--- src/rtl/eer_pkg.sv ---
// Shared definitions for the cluster-head advertisement parser:
// data word width, packet type codes and the parser FSM state encoding.
package eer_pkg;

  localparam int         WORD_WIDTH = 16;
  localparam logic [7:0] PKT_HB     = 8'h01;
  localparam logic [7:0] PKT_CHADV  = 8'h02;

  // state  | meaning
  // S_IDLE | waiting for a packet header word
  // S_HB   | heartbeat header seen, expecting CH limit (final word)
  // S_CHID | advertisement header seen, expecting CH ID
  // S_HOPS | expecting hop count
  // S_QV   | expecting Q-value (final word)
  // S_EMIT | complete advertisement held in shadows, publish it
  // S_DROP | malformed packet, discard words until rx_last
  typedef enum logic [2:0] {
    S_IDLE = 3'd0,
    S_HB   = 3'd1,
    S_CHID = 3'd2,
    S_HOPS = 3'd3,
    S_QV   = 3'd4,
    S_EMIT = 3'd5,
    S_DROP = 3'd6
  } state_t;

endpackage

--- src/rtl/ch_adv_parser.sv ---
// Parses heartbeat and cluster-head advertisement packets from a word stream.
// Heartbeats publish a CH limit and clear the advertisement counter;
// advertisements publish CH ID, hops+1 (saturating) and Q-value.
//
// state  | meaning
// S_IDLE | waiting for a header word; type selects the packet path
// S_HB   | capture CH limit, which must carry rx_last
// S_CHID | capture advertised CH ID into shadow
// S_HOPS | capture hop count into shadow
// S_QV   | capture Q-value, which must carry rx_last
// S_EMIT | stall input one cycle, copy shadows to outputs unless own ID
// S_DROP | swallow words of a malformed packet until rx_last
module ch_adv_parser #(
  parameter int         WORD_WIDTH = eer_pkg::WORD_WIDTH,
  parameter logic [7:0] PKT_HB     = eer_pkg::PKT_HB,
  parameter logic [7:0] PKT_CHADV  = eer_pkg::PKT_CHADV
) (
  input  logic                  clk,
  input  logic                  nrst,
  input  logic [WORD_WIDTH-1:0] node_ID,
  input  logic                  rx_valid,
  input  logic [WORD_WIDTH-1:0] rx_data,
  input  logic                  rx_last,
  output logic                  rx_ready,
  output logic                  HB_reset,
  output logic [WORD_WIDTH-1:0] HB_CHlimit,
  output logic [WORD_WIDTH-1:0] fCH_ID,
  output logic [WORD_WIDTH-1:0] fCH_Hops,
  output logic [WORD_WIDTH-1:0] fCH_QValue,
  output logic                  en_KCH,
  output logic [7:0]            CH_count,
  output logic                  rx_err
);

  import eer_pkg::*;

  localparam logic [WORD_WIDTH-1:0] WORD_ONE  = {{(WORD_WIDTH-1){1'b0}}, 1'b1};
  localparam logic [WORD_WIDTH-1:0] WORD_ONES = {WORD_WIDTH{1'b1}};

  state_t state, state_nx;

  logic [WORD_WIDTH-1:0] sh_id;
  logic [WORD_WIDTH-1:0] sh_hops;
  logic [WORD_WIDTH-1:0] sh_qv;
  logic [WORD_WIDTH-1:0] hops_inc;
  logic [7:0]            pkt_type;
  logic                  accept;

  logic do_err;
  logic do_hb;
  logic do_emit;
  logic cap_id;
  logic cap_hops;
  logic cap_qv;

  // The input is stalled only for the single publish cycle and during reset.
  assign rx_ready = !nrst && (state != S_EMIT);
  assign accept   = rx_valid && rx_ready;
  assign pkt_type = rx_data[WORD_WIDTH-1 -: 8];
  assign hops_inc = (sh_hops == WORD_ONES) ? WORD_ONES : sh_hops + WORD_ONE;

  // State register.
  always_ff @(posedge clk) begin
    if (nrst) begin
      state <= S_IDLE;
    end else begin
      state <= state_nx;
    end
  end

  // Next-state decode and per-cycle datapath strobes.
  always_comb begin
    state_nx = state;
    do_err   = 1'b0;
    do_hb    = 1'b0;
    do_emit  = 1'b0;
    cap_id   = 1'b0;
    cap_hops = 1'b0;
    cap_qv   = 1'b0;
    case (state)
      S_IDLE: begin
        if (accept) begin
          if (pkt_type == PKT_HB || pkt_type == PKT_CHADV) begin
            // A known header that is also the last word is a truncated packet.
            if (rx_last) begin
              do_err = 1'b1;
            end else if (pkt_type == PKT_HB) begin
              state_nx = S_HB;
            end else begin
              state_nx = S_CHID;
            end
          end else begin
            do_err = 1'b1;
            if (!rx_last) begin
              state_nx = S_DROP;
            end
          end
        end
      end
      S_HB: begin
        if (accept) begin
          if (rx_last) begin
            do_hb    = 1'b1;
            state_nx = S_IDLE;
          end else begin
            do_err   = 1'b1;
            state_nx = S_DROP;
          end
        end
      end
      S_CHID: begin
        if (accept) begin
          cap_id = 1'b1;
          if (rx_last) begin
            do_err   = 1'b1;
            state_nx = S_IDLE;
          end else begin
            state_nx = S_HOPS;
          end
        end
      end
      S_HOPS: begin
        if (accept) begin
          cap_hops = 1'b1;
          if (rx_last) begin
            do_err   = 1'b1;
            state_nx = S_IDLE;
          end else begin
            state_nx = S_QV;
          end
        end
      end
      S_QV: begin
        if (accept) begin
          if (rx_last) begin
            cap_qv   = 1'b1;
            state_nx = S_EMIT;
          end else begin
            do_err   = 1'b1;
            state_nx = S_DROP;
          end
        end
      end
      S_EMIT: begin
        // Our own advertisement echoed back is ignored without error.
        do_emit  = (sh_id != node_ID);
        state_nx = S_IDLE;
      end
      S_DROP: begin
        if (accept && rx_last) begin
          state_nx = S_IDLE;
        end
      end
      default: begin
        state_nx = S_IDLE;
      end
    endcase
  end

  // Shadow capture of advertisement fields while the packet streams in.
  always_ff @(posedge clk) begin
    if (nrst) begin
      sh_id   <= '0;
      sh_hops <= '0;
      sh_qv   <= '0;
    end else begin
      if (cap_id) begin
        sh_id <= rx_data;
      end
      if (cap_hops) begin
        sh_hops <= rx_data;
      end
      if (cap_qv) begin
        sh_qv <= rx_data;
      end
    end
  end

  // Published advertisement fields, held until the next emit.
  always_ff @(posedge clk) begin
    if (nrst) begin
      fCH_ID     <= '0;
      fCH_Hops   <= WORD_ONES;
      fCH_QValue <= '0;
    end else if (do_emit) begin
      fCH_ID     <= sh_id;
      fCH_Hops   <= hops_inc;
      fCH_QValue <= sh_qv;
    end
  end

  // Heartbeat limit and advertisement counter; a heartbeat restarts the count.
  always_ff @(posedge clk) begin
    if (nrst) begin
      HB_CHlimit <= '0;
      CH_count   <= 8'd0;
    end else if (do_hb) begin
      HB_CHlimit <= rx_data;
      CH_count   <= 8'd0;
    end else if (do_emit && CH_count != 8'hFF) begin
      CH_count <= CH_count + 8'd1;
    end
  end

  // One-cycle event pulses, registered one cycle after their trigger.
  always_ff @(posedge clk) begin
    if (nrst) begin
      HB_reset <= 1'b0;
      en_KCH   <= 1'b0;
      rx_err   <= 1'b0;
    end else begin
      HB_reset <= do_hb;
      en_KCH   <= do_emit;
      rx_err   <= do_err;
    end
  end

endmodule

--- config.mk ---
export PLATFORM = sky130hd
export DESIGN_NAME = ch_adv_parser
export DESIGN_NICKNAME = d
export VERILOG_FILES = /design/src/rtl/eer_pkg.sv /design/src/rtl/ch_adv_parser.sv
export SDC_FILE = /design/constraint.sdc
export NUM_CORES = 1
export LEC_CHECK = 0
export ABC_AREA = 0
export CAP_MARGIN = 20
export CORE_UTILIZATION = 51
export DETAILED_ROUTE_END_ITERATION = 7
export HOLD_SLACK_MARGIN = 0.12
export PLACE_DENSITY = 0.87
export SLEW_MARGIN = 30
export SYNTH_ARGS = -nofsm -noshare
export SYNTH_HDL_FRONTEND = slang
export SYNTH_SLANG_ARGS = --single-unit
--- constraint.sdc ---
create_clock -name clk -period 2.2 [get_ports clk]
set_clock_uncertainty 0.05 [all_clocks]
set_input_delay 0.44 -clock clk [delete_from_list [all_inputs] [get_ports clk]]
set_output_delay 0.44 -clock clk [all_outputs]
set_load 0.05 [all_outputs]
Word level (Yosys, flattened, before mapping)
Cells that the tools add are included.
- add/sub/neg operators: 2
- equal/unequal tests: 19
- multiplexer cells: 29
- reduce and logical (&&, ||, !) cells: 11
- operators with widths (operator ; number):
    2-to-1 mux 3 bit ; 11
    one-hot mux 3 bit (6 select lines) ; 1
    adder 16 x 1 -> 16 bit (second input constant) ; 1
    equality test 16 bit (second input constant) ; 1
    2-to-1 mux 16 bit ; 1
    inequality test 16 bit ; 1
    inequality test 2 bit (second input constant) ; 7
    2-to-1 mux 1 bit ; 12
    equality test 3 bit (second input constant) ; 3
    adder 8 x 1 -> 8 bit (second input constant) ; 1
    equality test 8 x 1 -> 1 bit (second input constant) ; 1
    equality test 8 x 2 -> 1 bit (second input constant) ; 1
    inequality test 8 bit (second input constant) ; 1
    AND reduction 7 bit ; 1
    equality test 3 x 2 -> 1 bit (second input constant) ; 2
    2-to-1 mux 2 bit ; 3
    OR reduction 2 bit ; 3
    logical AND 1 bit ; 4
    equality test 3 x 1 -> 1 bit (second input constant) ; 1
    logical NOT 3 bit ; 1
    inequality test 3 bit (second input constant) ; 1
    one-hot mux 1 bit (3 select lines) ; 1
    logical NOT 1 bit ; 1
    logical OR 1 bit ; 1
- bits of input ports: 36
- word-level logic and storage cells: 73
- output and inout bits: 76
- register bits after elaboration: 126

Logic depth before layout (Yosys ltp)
Gate-level depths: netlist of the first run.
- word-level depth: 6
- depth in mapped cells: 7

Worst setup path before layout of the first run
No wires, ideal clock.
- path kind: register -> output
- start: register state[0]
- end: output port rx_ready
- buffers on the path: 3
- data arrival time: 1.721 ns
- setup slack: -0.011 ns
- cell stages (with the launch flop): 7
- cells stage by stage: dfxtp_1 > buf_4 > nor2b_4 > and2_1 > buf_2 > buf_2 > nor2_1
- longest elaborated chain between the ends: 2
- RTL lines (item ; RTL line ; source):
    start: declaration ; ch_adv_parser.sv:40 ; state_t state, state_nx;
    start signal: assignment ; ch_adv_parser.sv:67 ; state <= state_nx;
    inequality test 3 bit ; ch_adv_parser.sv:57 ; assign rx_ready = !nrst && (state != S_EMIT);
    logical AND 1 bit ; ch_adv_parser.sv:57 ;
    end: declaration ; ch_adv_parser.sv:24 ; output logic rx_ready,
No other way between the ends.

Worst setup path after layout of the first run
- start: register HB_CHlimit[11]
- end: output port HB_CHlimit[11]
- RTL lines (item ; RTL line ; source):
    start: declaration ; ch_adv_parser.sv:26 ; output logic [WORD_WIDTH-1:0] HB_CHlimit,
    start signal: assignment ; ch_adv_parser.sv:198 ; HB_CHlimit <= rx_data;
No word-level cell between the ends.

==> results.txt, run 1 <==
outcome -> finished, final reports clean
Synth Cell Area -> 5375 um2
CP Launch Type -> register
DR pass1 iterations -> 8
routed len/inst -> 19.34 um
Die Wd -> 104.7 um
worst hold margin -> 0.2000 ns
register area share after synthesis -> 46.93%
kind of critical path -> reg2out
HP Class -> in2reg
CTS tree -> yes
FF-to-FF setup slack -> 0.10 ns
DR vias -> 5590
Leak Pwr -> 3.045 nW
register bit total from synthesis -> 126
Antenna Cells -> 0
DP Area -> 6736 um2
Util after Layout -> 72.17%
top post-synthesis cells by count -> dfxtp_1 (126), nand2_1 (90), a21oi_1 (76)
total congestion overflow -> 0
Worst Reg-to-Reg Cells -> 6
die area -> 10950 um2
synth unique cells -> 58
hold buffer count at CTS -> 0
Crit path depth -> 1
highest clock rate -> 0.4566 GHz
ys async rst share -> 0%
die height -> 104.7 um
crit-path leading delay family -> buffers and inverters
CP max stage cell -> clkdlybuf4s50_1
antenna-violating nets left -> 0
Hold Vio Cnt, Final -> 0
setup ws final -> 0.01012 ns
root buffer cell -> clkbuf_8
Synthesized Nets -> 681
initial DRC count -> 656
Final Non-Filler Cells -> 909
vias in the first global route -> 5546
PwrDens -> 750.0 nW/um2
measured slew at the worst slew-check pin -> 0.6383 ns
# setup viols final -> 0
most frequent cell after synthesis -> dfxtp_1
largest net degree at the start of global routing -> 65
synth warn -> 0
fin crit period -> 2.190 ns
placed insts -> 877
MaxCap Viol Count -> 0
pre-CTS WS -> -0.2029 ns
clock sink count -> 126
Hold Crit Endpoint -> state[0]
DRC Markers -> 0
max-slew violation count -> 0
Placeable Area -> 10280 um2
area growth from synthesis to final layout -> 37.99%
io pins -> 112
TNS Setup -> 0 ns
Max Root-Sink Buffers -> 2
All-Layer GR Usage -> 32.48%
CP peak stage delay -> 0.81 ns
critical path data arrival time -> 1.70 ns
worst path cell trace -> clkdlybuf4s50_1
Hold Crit Depth -> 2
clock slew at reported path FFs -> 0.06 ns
total power draw -> 5.563 mW
initial antenna violation count -> 0
Vias/cell -> 6.150
routability cong. -> 0.9347
# port buffers -> 111
Met2 Routed Length -> 8.344 mm
final WL -> 17.58 mm
Layout Nets -> 799
Critical path buffers and inverters -> 1
unrepaired setup endpoints after global routing -> no
first-pass GRT wire length -> 27.99 mm
Post-DP HPWL -> 10.72 mm
Slew Limit Headroom -> 57.45%
EDFF count, synth -> 0
Std-Cell Rows -> 37
uppermost layer routed -> met4
Num CTS Buffers -> 17
Final Cell Area -> 7417 um2
share of layout cells above drive strength 1 -> 11.64%
Initial Utilization -> 52.30%
H-Tree Depth -> 4
Data required, critical path -> 1.71 ns
VDD IR max -> 0.5131 mV
dominant cells by area after synthesis -> dfxtp_1 (47%), a21oi_1 (7.1%), nand2_1 (6.3%)
syn_area_per_cell -> 8.359 um2
clk_lat worst skew -> 0.53 ns
final cycle utilization of the critical path -> 99.54%
Synth Flop Type -> dfxtp_1
min-delay src -> nrst
top-area cell type share of the netlist area -> 46.93%
M1 wire length -> 6.556 mm
post-synth top area cell -> dfxtp_1
CP Max Fanout -> 2
launching point of the worst reg2reg path -> sh_hops[1]
Reg-to-Reg End -> fCH_Hops[14]
crit end category -> output pin
WL met3 -> 1.556 mm
Syn Inst Count -> 643
## final cells by class
type / count / area [um2]
clock inverters: 14 / 192.7
fillers: 705 / 2860
inverters: 8 / 30.03
clock buffers: 17 / 414.1
well taps: 136 / 170.2
repair buffers: 147 / 1471
flip-flops and latches: 126 / 2524
multi-input cells: 461 / 2615
## power by group
part	switching (mW)	internal, mW
clock	1.07	1.83
combinational	0.199	0.138
sequential	0.0184	2.30
## state kept, by name, summed over array words and instances, names as in the netlist
register	flops
CH_count	8
fCH_QValue	16
HB_reset	1
sh_qv	16
HB_CHlimit	16
rx_err	1
fCH_ID	16
fCH_Hops	16
sh_hops	16
state	3
en_KCH	1
sh_id	16
## how the worst max path moves through the flow
stage	from	endpoint	slack [ns]
after floorplan	CH_count[0]	CH_count[2]	0.08
after global placement	node_ID[8]	fCH_Hops[1]	-0.13
after detailed placement	node_ID[15]	fCH_ID[15]	-0.20
after CTS	fCH_Hops[0]	fCH_Hops[0]	0.007
after global routing	fCH_Hops[8]	fCH_Hops[8]	0.0002
final	HB_CHlimit[11]	HB_CHlimit[11]	0.01
## kinds of logic (layout without fill, tap and decap cells)
logic type,after synthesis,in the layout,share of synthesized area [%]
adders and majority gates,2,2,0.4655
buffers and inverters,56,186,4.795
DFF,126,126,46.93
xor gates and xnor gates,29,29,4.725
AOI/OAI and AO/OA,168,168,17.46
and+or+nand+nor,243,243,22.09
muxes,19,19,3.538
## placed cells by master (no fill, tap or decap), types with 4 or more instances in the layout
cell,count
nor4_1,7
clkdlybuf4s50_1,80
dlygate4sd2_1,10
bufinv_16,4
a21oi_1,76
nand2_1,90
nor3_1,6
xor2_1,25
dfxtp_1,125
inv_1,6
clkbuf_16,16
nor2_1,38
buf_12,5
dlymetal6s2s_1,19
o211ai_1,9
o21ai_0,61
nor2b_1,5
nand4_1,8
mux2i_1,19
buf_4,32
xnor2_1,4
nand3_1,57
## metal layers
| layer | track usage, % | vias to the layer above |
|---|---|---|
| met2 | 52.22 | 390 |
| met1 | 37.38 | 2608 |
| met4 | 24.35 | 0 |
| met3 | 7.985 | 100 |
| li1 | - | 2492 |
| met5 | 0 | - |
## repair_timing
item | 4_1_cts | 5_1_grt
buffers inserted | 0 | 1
gates resized for setup | 12 | 22
pin swaps | 0 | 1
setup endpoints to repair | 12 | 31
No activity file was read; power rests on OpenSTA's default activity.
==> run 2: changes to the inputs <==
--- a/config.mk
+++ b/config.mk
@@ -5,12 +5,12 @@
 export SDC_FILE = /design/constraint.sdc
 export NUM_CORES = 1
 export LEC_CHECK = 0
-export ABC_AREA = 0
 export CAP_MARGIN = 20
 export CORE_UTILIZATION = 51
 export DETAILED_ROUTE_END_ITERATION = 7
 export HOLD_SLACK_MARGIN = 0.12
 export PLACE_DENSITY = 0.87
+export SKIP_LAST_GASP = 1
 export SLEW_MARGIN = 30
 export SYNTH_ARGS = -nofsm -noshare
 export SYNTH_HDL_FRONTEND = slang
==> results of run 2 <==
Same layout as run 1: the final DEF is identical, and so are final timing and power.
==> run 3: changes to the inputs <==
--- a/config.mk
+++ b/config.mk
@@ -15,3 +15,4 @@
 export SYNTH_ARGS = -nofsm -noshare
 export SYNTH_HDL_FRONTEND = slang
 export SYNTH_SLANG_ARGS = --single-unit
+export TNS_END_PERCENT = 10
==> results.txt, run 3 (same netlist as run 1, synthesis figures left out) <==
outcome -> complete, but fails checks
failing checks -> setup timing
Layout Nets -> 798 (-0.13%)
# port buffers -> 111 (unchanged)
clock sink count -> 126 (unchanged)
CP Launch Type -> register
Worst Reg-to-Reg Cells -> 6 (unchanged)
Std-Cell Rows -> 37 (unchanged)
Cell Int Power -> 4.271 mW (about the same)
Initial Utilization -> 52.30% (unchanged)
All-Layer GR Usage -> 32.43% (-0.054 points)
first-pass GRT wire length -> 27.95 mm (-0.17%)
routed len/inst -> 19.27 um (-0.39%)
DRC Markers -> 0 (unchanged)
P_sw -> 1.304 mW (+1.2%)
# setup viols final -> 5 (+5)
Die Wd -> 104.7 um (unchanged)
HP Class -> in2reg
MaxCap Viol Count -> 0 (unchanged)
final cycle utilization of the critical path -> 104.0% (+4.5 points)
DR pass1 iterations -> 6 (-2)
Final Cell Area -> 7361 um2 (-0.76%)
worst path cell trace -> nor2b_4 -> and2_1 -> nor2_2 -> buf_4
max-slew violation count -> 0 (unchanged)
measured slew at the worst slew-check pin -> 0.6389 ns (+0.0006609 ns)
Hold Crit Depth -> 2 (unchanged)
combinational share of power -> 5.9% (-0.2 points)
PwrDens -> 757.4 nW/um2 (+0.99%)
area growth from synthesis to final layout -> 36.94%
CTS tree -> yes
final WL -> 17.50 mm (-0.50%)
highest clock rate -> 0.4370 GHz (-4.3%)
CP peak stage delay -> 0.40 ns (-0.41 ns)
H-Tree Depth -> 4 (unchanged)
total congestion overflow -> 0 (unchanged)
Max Root-Sink Buffers -> 2 (unchanged)
unrepaired setup endpoints after global routing -> yes
Final Non-Filler Cells -> 908 (-0.11%)
routability cong. -> 0.9347 (unchanged)
CP Max Fanout -> 8 (+6)
share of layout cells above drive strength 1 -> 11.27% (-0.37 points)
clock slew at reported path FFs -> 0.06 ns (about the same)
die area -> 10950 um2 (unchanged)
Placeable Area -> 10280 um2 (unchanged)
critical path data arrival time -> 1.80 ns (+0.10 ns)
Antenna Cells -> 0 (unchanged)
DR vias -> 5584 (-0.11%)
Num CTS Buffers -> 17 (unchanged)
kind of critical path -> reg2out
Slew Limit Headroom -> 57.40% (about the same)
largest net degree at the start of global routing -> 65 (unchanged)
Sw Share -> 23.39% (+0.23 points)
most common cell after layout, fill and taps aside -> dfxtp_1
crit end category -> output pin
io pins -> 112 (unchanged)
Clk pwr share -> 52.4% (+0.2 points)
die height -> 104.7 um (unchanged)
worst hold margin -> 0.1995 ns (-0.0004940 ns)
most frequent cells in the layout -> dfxtp_1 (125), clkdlybuf4s50_1 (105), nand2_1 (90)
antenna-violating nets left -> 0 (unchanged)
Vias/cell -> 6.150 (about the same)
Hold Vio Cnt, Final -> 0 (unchanged)
initial DRC count -> 612 (-6.7%)
root buffer cell -> clkbuf_8
clk_lat worst skew -> 0.53 ns (about the same)
setup ws final -> -0.08813 ns (-0.09825 ns)
Leak Pwr -> 2.824 nW (-7.3%)
Data required, critical path -> 1.71 ns (about the same)
initial antenna violation count -> 0 (unchanged)
fin crit period -> 2.288 ns (+0.09825 ns)
DP Area -> 6736 um2 (unchanged)
vias in the first global route -> 5553 (+0.13%)
placed insts -> 877 (unchanged)
Seq pwr share -> 41.6% (about the same)
VDD IR max -> 0.5166 mV (+0.68%)
Post-DP HPWL -> 10.72 mm (unchanged)
CP max stage cell -> and2_1
==> run 3: what timing repair did <==
action / CTS / global route
hold endpoints to repair: 0 / 0
buffers inserted: 0 / 0
pin swaps: 0 / 1
endpoints found under the setup margin: 12 / 40
gates resized for setup: 1 / 6
hold buffers: 0 / 0
==> run 3: per-layer routing <==
metal,global-route usage (%),vias up,part of all wire [%]
li1,-,2489,-
met1,37.34,2628,38
met2,52.32,366,47
met3,7.923,101,8.4
met4,23.94,0,6.6
met5,0,-,0
==> run 3: area by class of cell <==
cell class,count,area [um2]
clock buffers,17,414.1
clock inverters,14,192.7
fillers,714,2917
inverters,8,30.03
multi-input cells,461,2608
flip-flops and latches,126,2524
well taps,136,170.2
repair buffers,146,1423
==> run 3: path summary, 6_finish.rpt <==
path	start	end	slack, ns
max reg2reg	sh_hops[1]	fCH_Hops[14]	0.10
min	nrst	state[0]	0.20
min reg2reg	HB_CHlimit[15]	HB_CHlimit[15]	0.41
max	state[0]	rx_ready	-0.09
==> run 3: worst max-delay path: cells and delay by family (launching register included) <==
kind                   cells  cell delay (ns)
DFF                        1             0.36
buffers and inverters      1             0.21
and+or+nand+nor            3             0.70
==> run 3: metrics by stage <==
stage | util (%) | setup slack (ns) | TNS [ns] | total power, mW
floorplan | - | 0.07599 | 0 | 2.518
global placement | 65.55 | -0.1350 | -3.264 | 2.672
detailed placement | 65.55 | -0.2029 | -6.657 | 2.682
CTS | 71.44 | -0.08675 | -0.3390 | 5.543
global route | 71.62 | -0.08658 | -0.5833 | 5.681
finish | 71.62 | -0.08813 | -0.1628 | 5.575
==> run 3: power by group through the flow <==
| stage | Sequential [mW] | Combinational, mW | Clock (mW) |
|---|---|---|---|
| 2_1_floorplan | 2.39 | 0.128 | 0 |
| 3_3_place_gp | 2.37 | 0.304 | 0 |
| 3_5_place_dp | 2.37 | 0.313 | 0 |
| 4_1_cts | 2.32 | 0.322 | 2.90 |
| 5_1_grt | 2.32 | 0.344 | 3.02 |
| 6_report | 2.32 | 0.331 | 2.92 |
